### src/rtl/wash_pkg.sv
// Shared wash-programme types: phase encodings and default phase durations.
package wash_pkg;

  typedef enum logic [2:0] {
    PhIdle   = 3'd0,
    PhFill   = 3'd1,
    PhWash   = 3'd2,
    PhDrain  = 3'd3,
    PhRinse  = 3'd4,
    PhSpin   = 3'd5,
    PhRinse2 = 3'd6,
    PhSpin2  = 3'd7
  } phase_e;

  localparam int unsigned DefTickDiv = 1000;
  localparam int unsigned DefCntW    = 16;
  localparam int unsigned DefFillT   = 20;
  localparam int unsigned DefWashT   = 60;
  localparam int unsigned DefDrainT  = 10;
  localparam int unsigned DefRinseT  = 30;
  localparam int unsigned DefSpinT   = 40;

  // A zero-length phase would never expire, so it runs for one tick instead.
  function automatic int unsigned eff_dur(input int unsigned d);
    return (d == 0) ? 1 : d;
  endfunction

endpackage

### src/rtl/wash_phase_timer_if.sv
// Front-panel and timer-done signal bundle between the panel side (master) and the timer (slave).
interface wash_phase_timer_if
  import wash_pkg::*;
#(
  parameter int unsigned CNT_W = 16
) ();

  logic             start;
  logic             door;
  logic             abort;
  logic             tf;
  logic             tw;
  logic             td;
  logic             tr;
  logic             ts;
  phase_e           phase;
  logic             busy;
  logic             done;
  logic [CNT_W-1:0] remaining;

  modport master (
    output start, door, abort,
    input  tf, tw, td, tr, ts, phase, busy, done, remaining
  );

  modport slave (
    input  start, door, abort,
    output tf, tw, td, tr, ts, phase, busy, done, remaining
  );

endinterface

### src/rtl/wash_phase_timer_tick_prescaler.sv
// Divides the clock into duration ticks; count freezes on hold and zeroes on clear.
module tick_prescaler #(
  parameter int unsigned TICK_DIV = 1000
) (
  input  logic clk,
  input  logic reset,
  input  logic clear,
  input  logic hold,
  output logic tick
);

  localparam int unsigned CW = (TICK_DIV > 1) ? $clog2(TICK_DIV) : 1;
  localparam logic [CW-1:0] Last = CW'(TICK_DIV - 1);

  logic [CW-1:0] cnt_q;

  always_ff @(posedge clk) begin
    if (reset || clear) begin
      cnt_q <= '0;
    end else if (!hold) begin
      cnt_q <= (cnt_q == Last) ? '0 : cnt_q + CW'(1);
    end
  end

  assign tick = !hold && (cnt_q == Last);

endmodule

### src/rtl/wash_phase_timer.sv
// Wash-programme phase sequencer and duration timer.
// Optional WASH_PHASE_TIMER_EXTRA_RINSE_EN appends a RINSE2/SPIN2 pass after SPIN.
module wash_phase_timer
  import wash_pkg::*;
#(
  parameter int unsigned TICK_DIV = DefTickDiv,
  parameter int unsigned CNT_W    = DefCntW,
  parameter int unsigned FILL_T   = DefFillT,
  parameter int unsigned WASH_T   = DefWashT,
  parameter int unsigned DRAIN_T  = DefDrainT,
  parameter int unsigned RINSE_T  = DefRinseT,
  parameter int unsigned SPIN_T   = DefSpinT
) (
  input logic               clk,
  input logic               reset,
  wash_phase_timer_if.slave bus
);

  localparam logic [CNT_W-1:0] FillD  = CNT_W'(eff_dur(FILL_T));
  localparam logic [CNT_W-1:0] WashD  = CNT_W'(eff_dur(WASH_T));
  localparam logic [CNT_W-1:0] DrainD = CNT_W'(eff_dur(DRAIN_T));
  localparam logic [CNT_W-1:0] RinseD = CNT_W'(eff_dur(RINSE_T));
  localparam logic [CNT_W-1:0] SpinD  = CNT_W'(eff_dur(SPIN_T));

  phase_e           phase_q;
  logic [CNT_W-1:0] rem_q;
  logic             busy_q;
  logic             done_q;
  logic             tf_q, tw_q, td_q, tr_q, ts_q;
  logic             tick;

  // Prescaler idles at zero so every programme starts on a fresh tick period.
  tick_prescaler #(
    .TICK_DIV(TICK_DIV)
  ) u_prescaler (
    .clk  (clk),
    .reset(reset),
    .clear(phase_q == PhIdle),
    .hold (bus.door),
    .tick (tick)
  );

  always_ff @(posedge clk) begin
    if (reset) begin
      phase_q <= PhIdle;
      rem_q   <= '0;
      busy_q  <= 1'b0;
      done_q  <= 1'b0;
      tf_q    <= 1'b0;
      tw_q    <= 1'b0;
      td_q    <= 1'b0;
      tr_q    <= 1'b0;
      ts_q    <= 1'b0;
    end else begin
      done_q <= 1'b0;
      tf_q   <= 1'b0;
      tw_q   <= 1'b0;
      td_q   <= 1'b0;
      tr_q   <= 1'b0;
      ts_q   <= 1'b0;
      if (bus.abort) begin
        phase_q <= PhIdle;
        rem_q   <= '0;
        busy_q  <= 1'b0;
      end else if (phase_q == PhIdle) begin
        if (bus.start && !bus.door) begin
          phase_q <= PhFill;
          rem_q   <= FillD;
          busy_q  <= 1'b1;
        end
      end else if (tick) begin
        if (rem_q == CNT_W'(1)) begin
          case (phase_q)
            PhFill: begin
              tf_q    <= 1'b1;
              phase_q <= PhWash;
              rem_q   <= WashD;
            end
            PhWash: begin
              tw_q    <= 1'b1;
              phase_q <= PhDrain;
              rem_q   <= DrainD;
            end
            PhDrain: begin
              td_q    <= 1'b1;
              phase_q <= PhRinse;
              rem_q   <= RinseD;
            end
            PhRinse: begin
              tr_q    <= 1'b1;
              phase_q <= PhSpin;
              rem_q   <= SpinD;
            end
            PhSpin: begin
              ts_q <= 1'b1;
`ifdef WASH_PHASE_TIMER_EXTRA_RINSE_EN
              phase_q <= PhRinse2;
              rem_q   <= RinseD;
`else
              done_q  <= 1'b1;
              phase_q <= PhIdle;
              rem_q   <= '0;
              busy_q  <= 1'b0;
`endif
            end
            PhRinse2: begin
              tr_q    <= 1'b1;
              phase_q <= PhSpin2;
              rem_q   <= SpinD;
            end
            PhSpin2: begin
              ts_q    <= 1'b1;
              done_q  <= 1'b1;
              phase_q <= PhIdle;
              rem_q   <= '0;
              busy_q  <= 1'b0;
            end
            default: begin
              phase_q <= PhIdle;
              rem_q   <= '0;
              busy_q  <= 1'b0;
            end
          endcase
        end else begin
          rem_q <= rem_q - CNT_W'(1);
        end
      end
    end
  end

  assign bus.phase     = phase_q;
  assign bus.remaining = rem_q;
  assign bus.busy      = busy_q;
  assign bus.done      = done_q;
  assign bus.tf        = tf_q;
  assign bus.tw        = tw_q;
  assign bus.td        = td_q;
  assign bus.tr        = tr_q;
  assign bus.ts        = ts_q;

endmodule

### src/flat_wrapper.sv
// flat-port wrapper written by rule: the top's interface ports become plain ports
module wash_phase_timer_flat import wash_pkg::*;
#(
  parameter int unsigned TICK_DIV = DefTickDiv,
  parameter int unsigned CNT_W    = DefCntW,
  parameter int unsigned FILL_T   = DefFillT,
  parameter int unsigned WASH_T   = DefWashT,
  parameter int unsigned DRAIN_T  = DefDrainT,
  parameter int unsigned RINSE_T  = DefRinseT,
  parameter int unsigned SPIN_T   = DefSpinT
)
  (clk, reset, bus_start, bus_door, bus_abort, bus_tf, bus_tw, bus_td, bus_tr, bus_ts, bus_phase, bus_busy, bus_done, bus_remaining);
  wash_phase_timer_if #(.CNT_W(CNT_W)) bus_i ();
  input logic clk;
  input logic reset;
  input wire logic [$bits(bus_i.start)-1:0] bus_start;
  input wire logic [$bits(bus_i.door)-1:0] bus_door;
  input wire logic [$bits(bus_i.abort)-1:0] bus_abort;
  output wire logic [$bits(bus_i.tf)-1:0] bus_tf;
  output wire logic [$bits(bus_i.tw)-1:0] bus_tw;
  output wire logic [$bits(bus_i.td)-1:0] bus_td;
  output wire logic [$bits(bus_i.tr)-1:0] bus_tr;
  output wire logic [$bits(bus_i.ts)-1:0] bus_ts;
  output wire logic [$bits(bus_i.phase)-1:0] bus_phase;
  output wire logic [$bits(bus_i.busy)-1:0] bus_busy;
  output wire logic [$bits(bus_i.done)-1:0] bus_done;
  output wire logic [$bits(bus_i.remaining)-1:0] bus_remaining;
  assign bus_i.start = bus_start;
  assign bus_i.door = bus_door;
  assign bus_i.abort = bus_abort;
  assign bus_tf = bus_i.tf;
  assign bus_tw = bus_i.tw;
  assign bus_td = bus_i.td;
  assign bus_tr = bus_i.tr;
  assign bus_ts = bus_i.ts;
  assign bus_phase = bus_i.phase;
  assign bus_busy = bus_i.busy;
  assign bus_done = bus_i.done;
  assign bus_remaining = bus_i.remaining;
  wash_phase_timer #(.TICK_DIV(TICK_DIV), .CNT_W(CNT_W), .FILL_T(FILL_T), .WASH_T(WASH_T), .DRAIN_T(DRAIN_T), .RINSE_T(RINSE_T), .SPIN_T(SPIN_T)) u_core (.clk(clk), .reset(reset), .bus(bus_i));
endmodule
### config.mk
export PLATFORM = sky130hd
export DESIGN_NAME = wash_phase_timer_flat
export DESIGN_NICKNAME = d
export VERILOG_FILES = /design/src/rtl/wash_pkg.sv /design/src/rtl/wash_phase_timer_if.sv /design/src/rtl/wash_phase_timer_tick_prescaler.sv /design/src/rtl/wash_phase_timer.sv /design/src/flat_wrapper.sv
export SDC_FILE = /design/constraint.sdc
export NUM_CORES = 1
export LEC_CHECK = 0
export CORE_ASPECT_RATIO = 0.5
export CORE_MARGIN = 4
export CORE_UTILIZATION = 35
export DETAILED_ROUTE_END_ITERATION = 8
export GPL_TIMING_DRIVEN = 0
export PLACE_DENSITY = 0.57
export SYNTH_ARGS = -nofsm -noshare
export SYNTH_HDL_FRONTEND = slang
export SYNTH_SLANG_ARGS = --single-unit
### constraint.sdc
create_clock -name clk -period 2.2 [get_ports clk]
set_input_delay 0.44 -clock clk [delete_from_list [all_inputs] [get_ports clk]]
set_output_delay 0.44 -clock clk [all_outputs]
set_load 0.03 [all_outputs]
# Word level (Yosys, flattened, before mapping)
# Index checks and enable logic that the tools add are counted.
word_totals:
  regBits: 35
  latchBits: 0
  mem_bits_rw: 0
  rom_bits: 0
  word_cells: 60
  n_memories: 0
classes:
  n_addsub: 2
  multipliers: 0
  div_mod_pow: 0
  order_cmp: 0
  eq_ne: 11
  n_shift: 0
  mux: 21
  n_bitwise: 2
  n_reduce_logical: 15
ops:
  columns: ["cell", "n"]
  rows:
  - ["2-to-1 mux 16 bit", 4]
  - ["one-hot mux 6 bit (4 select lines)", 1]
  - ["== test 16 x 1 -> 1 bit (second input constant)", 1]
  - ["subtractor 16 x 1 -> 16 bit (second input constant)", 1]
  - ["one-hot mux 3 bit (5 select lines)", 1]
  - ["== test 3 bit (second input constant)", 4]
  - ["2-to-1 mux 3 bit", 4]
  - ["adder 10 x 1 -> 10 bit (second input constant)", 1]
  - ["== test 10 bit (second input constant)", 1]
  - ["2-to-1 mux 1 bit", 10]
  - ["2-to-1 mux 10 bit", 1]
  - ["OR reduction 5 bit", 2]
  - ["== test 3 x 2 -> 1 bit (second input constant)", 2]
  - ["OR reduction 2 bit", 3]
  - ["!= test 2 x 1 -> 1 bit (second input constant)", 2]
  - ["AND reduction 4 bit", 1]
  - ["nonzero test 2 bit", 2]
  - ["== test 3 x 1 -> 1 bit (second input constant)", 1]
  - ["logical NOT 3 bit", 1]
  - ["AND reduction 3 bit", 1]
  - ["logical AND 1 bit", 2]
  - ["inverter 1 bit", 2]
  - ["AND reduction 2 bit", 1]
  - ["logical NOT 1 bit", 1]
  - ["logical OR 1 bit", 1]

# Logic depth before layout (Yosys ltp)
depth:
  ltp_word: 6
  mapped_depth: 9
  mapped_depth_nobuf: 7

# By module
# A second synthesis with hierarchy kept.
unflattened:
  hier_cells: 202
  area_unflattened_um2: 1781.7
by_module_without_submodules:
  columns: ["mod", "n_inst", "cells_each", "area_per_inst_um2", "seq_area_each_um2"]
  rows:
  - ["wash_phase_timer", 1, 149, 1260.0, 500.5]
  - ["tick_prescaler", 1, 53, 521.8, 200.2]

# Worst setup path before layout
# OpenSTA, ideal clock, no wires.
synth_timing:
  kind: "register -> register"
  startpoint: "register u_core.rem_q[0], in the netlist u_core.bus.remaining[0]"
  endpoint: "register u_core.rem_q[4], in the netlist u_core.bus.remaining[4]"
  setup_time_ns: 0.119
  arrival_ns: 2.391
  path_slack_ns: -0.310
  stages_incl_launch_ff: 8
  path_buffers: 1
  period_less_slack_ns: 2.510
  path_cell_list: "dfxtp_1 -> ha_1 -> or4b_2 -> nor4_1 -> buf_2 -> o21ai_0 -> a21boi_0 -> o221a_2"
synth_via:
  elab_chain_len: 4
synth_rtl:
  columns: ["element", "line", "text"]
  rows:
  - ["start: declaration", "wash_phase_timer.sv:26", "logic [CNT_W-1:0] rem_q;"]
  - ["start signal: assignment", "wash_phase_timer.sv:68", "rem_q <= FillD;"]
  - ["start signal: assignment", "wash_phase_timer.sv:77", "rem_q <= WashD;"]
  - ["start signal: assignment", "wash_phase_timer.sv:82", "rem_q <= DrainD;"]
  - ["subtractor 16 x 1 -> 16 bit / == test 16 x 1 -> 1 bit (equally long branches)", "wash_phase_timer.sv:125, wash_phase_timer.sv:72", null]
  - ["2-to-1 mux 16 bit *", "wash_phase_timer.sv:72", "if (rem_q == CNT_W'(1)) begin"]
  - ["2-to-1 mux 16 bit *", "wash_phase_timer.sv:71", "end else if (tick) begin"]
  - ["2-to-1 mux 16 bit *", "wash_phase_timer.sv:65", "end else if (phase_q == PhIdle) begin"]
# Every way passes the cells marked *; elsewhere a longest branch is shown, timed or not. The select of a mux whose other input is x is not followed.
# A chain may end at the register's enable or synchronous reset.

# Worst setup path after layout
layout_timing:
  startpoint: "register u_core.u_prescaler.cnt_q[4]"
  endpoint: "register u_core.rem_q[9], in the netlist u_core.bus.remaining[9]"
layout_via:
  elab_chain_len: 4
layout_rtl:
  columns: ["element", "line", "text"]
  rows:
  - ["start: declaration", "wash_phase_timer_tick_prescaler.sv:15", "logic [CW-1:0] cnt_q;"]
  - ["start signal: assignment", "wash_phase_timer_tick_prescaler.sv:21", "cnt_q <= (cnt_q == Last) ? '0 : cnt_q + CW'(1);"]
  - ["== test 10 bit", "wash_phase_timer_tick_prescaler.sv:25", "assign tick = !hold && (cnt_q == Last);"]
  - ["logical AND 1 bit", "wash_phase_timer_tick_prescaler.sv:25", null]
  - ["nonzero test 2 bit (no source line)", null, null]
  - ["AND reduction 2 bit (no source line)", null, null]
# No other way between the ends.

==> out/metrics.yaml <==
timing:
  fin_tns_setup_ps: 0
  max_freq_mhz: 464.1
  period_needed_ps: 2155
  slew_viol_final: 0
  fin_skew_ps: 6.344
  tightest_slew_ps: 555.0
  hold_slack_ps: 455.1
  finalSetupViolCount: 0
  finalHoldViolations: 0
  final.period_utilization: 0.9794
  setup_ws_ps: 45.24
  relSlewSlack: 0.6266
die:
  dieArea_sq_um: 6234
  rows: 17
  die_h_um: 57.87
  die_x_um: 107.7
  design.core.area_sq_um: 4594
  start_util: 0.3788
  io_pins: 31
clock_tree:
  tritoncts: "done"
  cts_buffers: 5
  clockBufferDepth: 2
  clk_pin_slew_ps: 70
  worstSkewPairLatency_ps: 290
  hold_buffers: 0
  numClockSinks: 35
  htreeDepth: 2
  cts.root.buffer_cell: "clkbuf_8"
placed_design:
  gp_congestion: 0.7841
  pre_cts_ws_ps: -602.8
  portBuffers: 30
  place_inst: 310
  dp_hpwl_um: 3181
synth:
  synthArstFlopShare: 0
  ys.flop_type: "dfxtp_1"
  netlist_area_sq_um: 1740
  synth_area_leaders: "dfxtp_1, nor2_1, a21oi_1, nand2_1, o21ai_0"
  syn_avg_cell_area_sq_um: 8.133
  yosysWarnings: 0
  yosysSeqAreaShare: 0.4026
  synth_cell_types: 45
  ys_seq_elements: 35
  netlist_instances: 214
  yosysTopAreaCell: "dfxtp_1"
  synth-edff-count: 0
  syn-num-nets: 222
  synth_top_area_share: 0.4026
setup_path:
  crit_path_max_fanout: 9
  critPathKind: "reg -> reg"
  endpoint: "u_core.bus.remaining[9]$_SDFFE_PP0P_"
  cp-start-kind: "flip-flop"
  end_kind: "flip-flop"
  required_ps: 2390
  slowest_stage: "or4_4"
  worst_path_largest_cell_delay_ps: 520
  reg2regPathDepth: 6
  rrSetupSlack_ps: 50
  startpoint: "u_core.u_prescaler.cnt_q[4]$_SDFFE_PP0N_"
  worstPathArrival_ps: 2340
  reg2reg_from: "u_core.u_prescaler.cnt_q[4]$_SDFFE_PP0N_"
  crit_chain: "or3b_4 > or4_4 > buf_6 > and3_2 > a21o_1 > a32o_1"
  r2r-end: "u_core.bus.remaining[9]$_SDFFE_PP0P_"
pwr:
  power.total_uw: 1242
  power_frac_clock: 0.423
  power.internal_uw: 952.5
  leakagePower_uw: 0.0009067
  p_comb_frac: 0.063
  powerDensity_nw_per_um2: 530.1
  power_frac_seq: 0.514
  p_sw_uw: 289.9
  ir_worst_vdd_mv: 0.2510
  switching_share: 0.2333
cells_and_area:
  syn_to_final_growth_pct: 34.65
  n_fill_cell: 473
  layout_common_cells: "nor2_1, clkdlybuf4s50_1, dfxtp_1"
  drive_gt1_frac: 0.1783
  multi_input_area_sq_um: 999.7
  num_antenna_cells: 0
  layout_commonest_cell: "nor2_1"
  final_nets: 265
  layout.area.seq_sq_um: 713.2
  stdcell_count: 324
grt:
  grt_max_degree: 11
  grt_pass1_wl_um: 7417
  grt_pass1_vias: 1624
  grtUsageTotal: 0.1483
  grt_overflow_total: 0
  antenna_found_initial: 0
run_status:
  status: "complete, no violations"
run:
  cap_violations: 0
detailed_routing:
  wl_per_cell_um: 13.81
  finalWirelength_um: 4475
  route.detailed.drc: 0
  ant_nets: 0
  viasPerCell: 5.281
  drt_iter0_drc: 82
  firstDrtPassIters: 4
  via_count: 1711
min_path:
  hp-class: "reg -> reg"
cells in the mapped netlist, types with 5 or more instances:
| master | number |
|---|---|
| or3_1 | 6 |
| or4_1 | 6 |
| o21ai_0 | 12 |
| inv_1 | 7 |
| xor2_1 | 6 |
| nor3_1 | 8 |
| dfxtp_1 | 35 |
| nand3_1 | 6 |
| clkbuf_1 | 6 |
| nor4_1 | 5 |
| nand2_1 | 17 |
| nor2_1 | 33 |
| a21oi_1 | 13 |
worst max-delay path, delay by kind of cell (launching register included):
family	cells	cell delay, ps
AO/OA/AOI/OAI	2	380
AND/OR/NAND/NOR	3	1200
buffers and inverters	1	150
flip-flops	1	330
metal layers:
layer	global-route usage	vias to the layer above	wire length, um
li1	-	848	-
met1	0.1912	826	2111
met2	0.2403	31	2075
met3	0.04227	6	227
met4	0.05036	0	60
met5	0	-	0
registers in the layout, indices dropped and copies added (netlist names):
name,flops
u_core.bus.remaining,16
u_core.u_prescaler.cnt_q,10
u_core.bus.phase,3
u_core.bus.busy,1
u_core.bus.td,1
u_core.bus.tf,1
u_core.bus.tr,1
u_core.bus.ts,1
u_core.bus.tw,1
stage by stage:
step	cell area [sq um]	util
2_1_floorplan	1765	-
3_3_place_gp	2148	0.4676
3_5_place_dp	2148	0.4676
4_1_cts	2305	0.5016
5_1_grt	2344	0.5101
6_report	2344	0.5101
worst min path at each step:
| stage | endpoint | cells past startpoint | from |
|---|---|---|---|
| 6_report | u_core.bus.busy$_SDFFE_PP0P_ | 2 | u_core.bus.busy$_SDFFE_PP0P_ |
| 5_1_grt | u_core.bus.busy$_SDFFE_PP0P_ | 2 | u_core.bus.busy$_SDFFE_PP0P_ |
| 3_3_place_gp | u_core.bus.busy$_SDFFE_PP0P_ | 2 | u_core.bus.busy$_SDFFE_PP0P_ |
| 4_1_cts | u_core.bus.busy$_SDFFE_PP0P_ | 2 | u_core.bus.busy$_SDFFE_PP0P_ |
| 3_5_place_dp | u_core.bus.busy$_SDFFE_PP0P_ | 2 | u_core.bus.busy$_SDFFE_PP0P_ |
| 2_1_floorplan | u_core.u_prescaler.cnt_q[9]$_SDFFE_PP0N_ | 2 | u_core.u_prescaler.cnt_q[9]$_SDFFE_PP0N_ |
repair_timing:
item                                    in CTS  in global routing
endpoints found under the setup margin      23                 15
hold endpoints to repair                     0                  0
setup buffers                                6                  3
gates cloned                                 0                  0
gates resized for setup                     12                  7
pin swaps                                    4                  2
power groups by stage:
stage | Clock, uW | Sequential (uW) | Combinational [uW]
global placement | 0 | 653 | 76.4
global route | 557 | 639 | 85.3
CTS | 535 | 639 | 73.9
floorplan | 0 | 658 | 43.5
detailed placement | 0 | 653 | 76.4
finish | 525 | 639 | 78.0
logic make-up (layout without fill, tap and decap cells):
logic type,Yosys count,in the layout,synth area share
AND/OR/NAND/NOR,103,103,0.3091
AO/OA/AOI/OAI,41,41,0.1423
flip-flops,35,35,0.4026
buffers and inverters,18,62,0.05105
XOR/XNOR,10,10,0.05032
multiplexers,4,4,0.02301
adder cells (fa/ha/maj),3,3,0.02157
area by class of cell:
class	instances	area share
Multi-Input combinational cell	161	0.4266
Tap cell	66	0.03524
Timing Repair Buffer	39	0.1570
Clock buffer	8	0.04271
Inverter	7	0.01121
Buffer	8	0.02296
Sequential cell	35	0.3043
(Power assumes the default switching activity.)
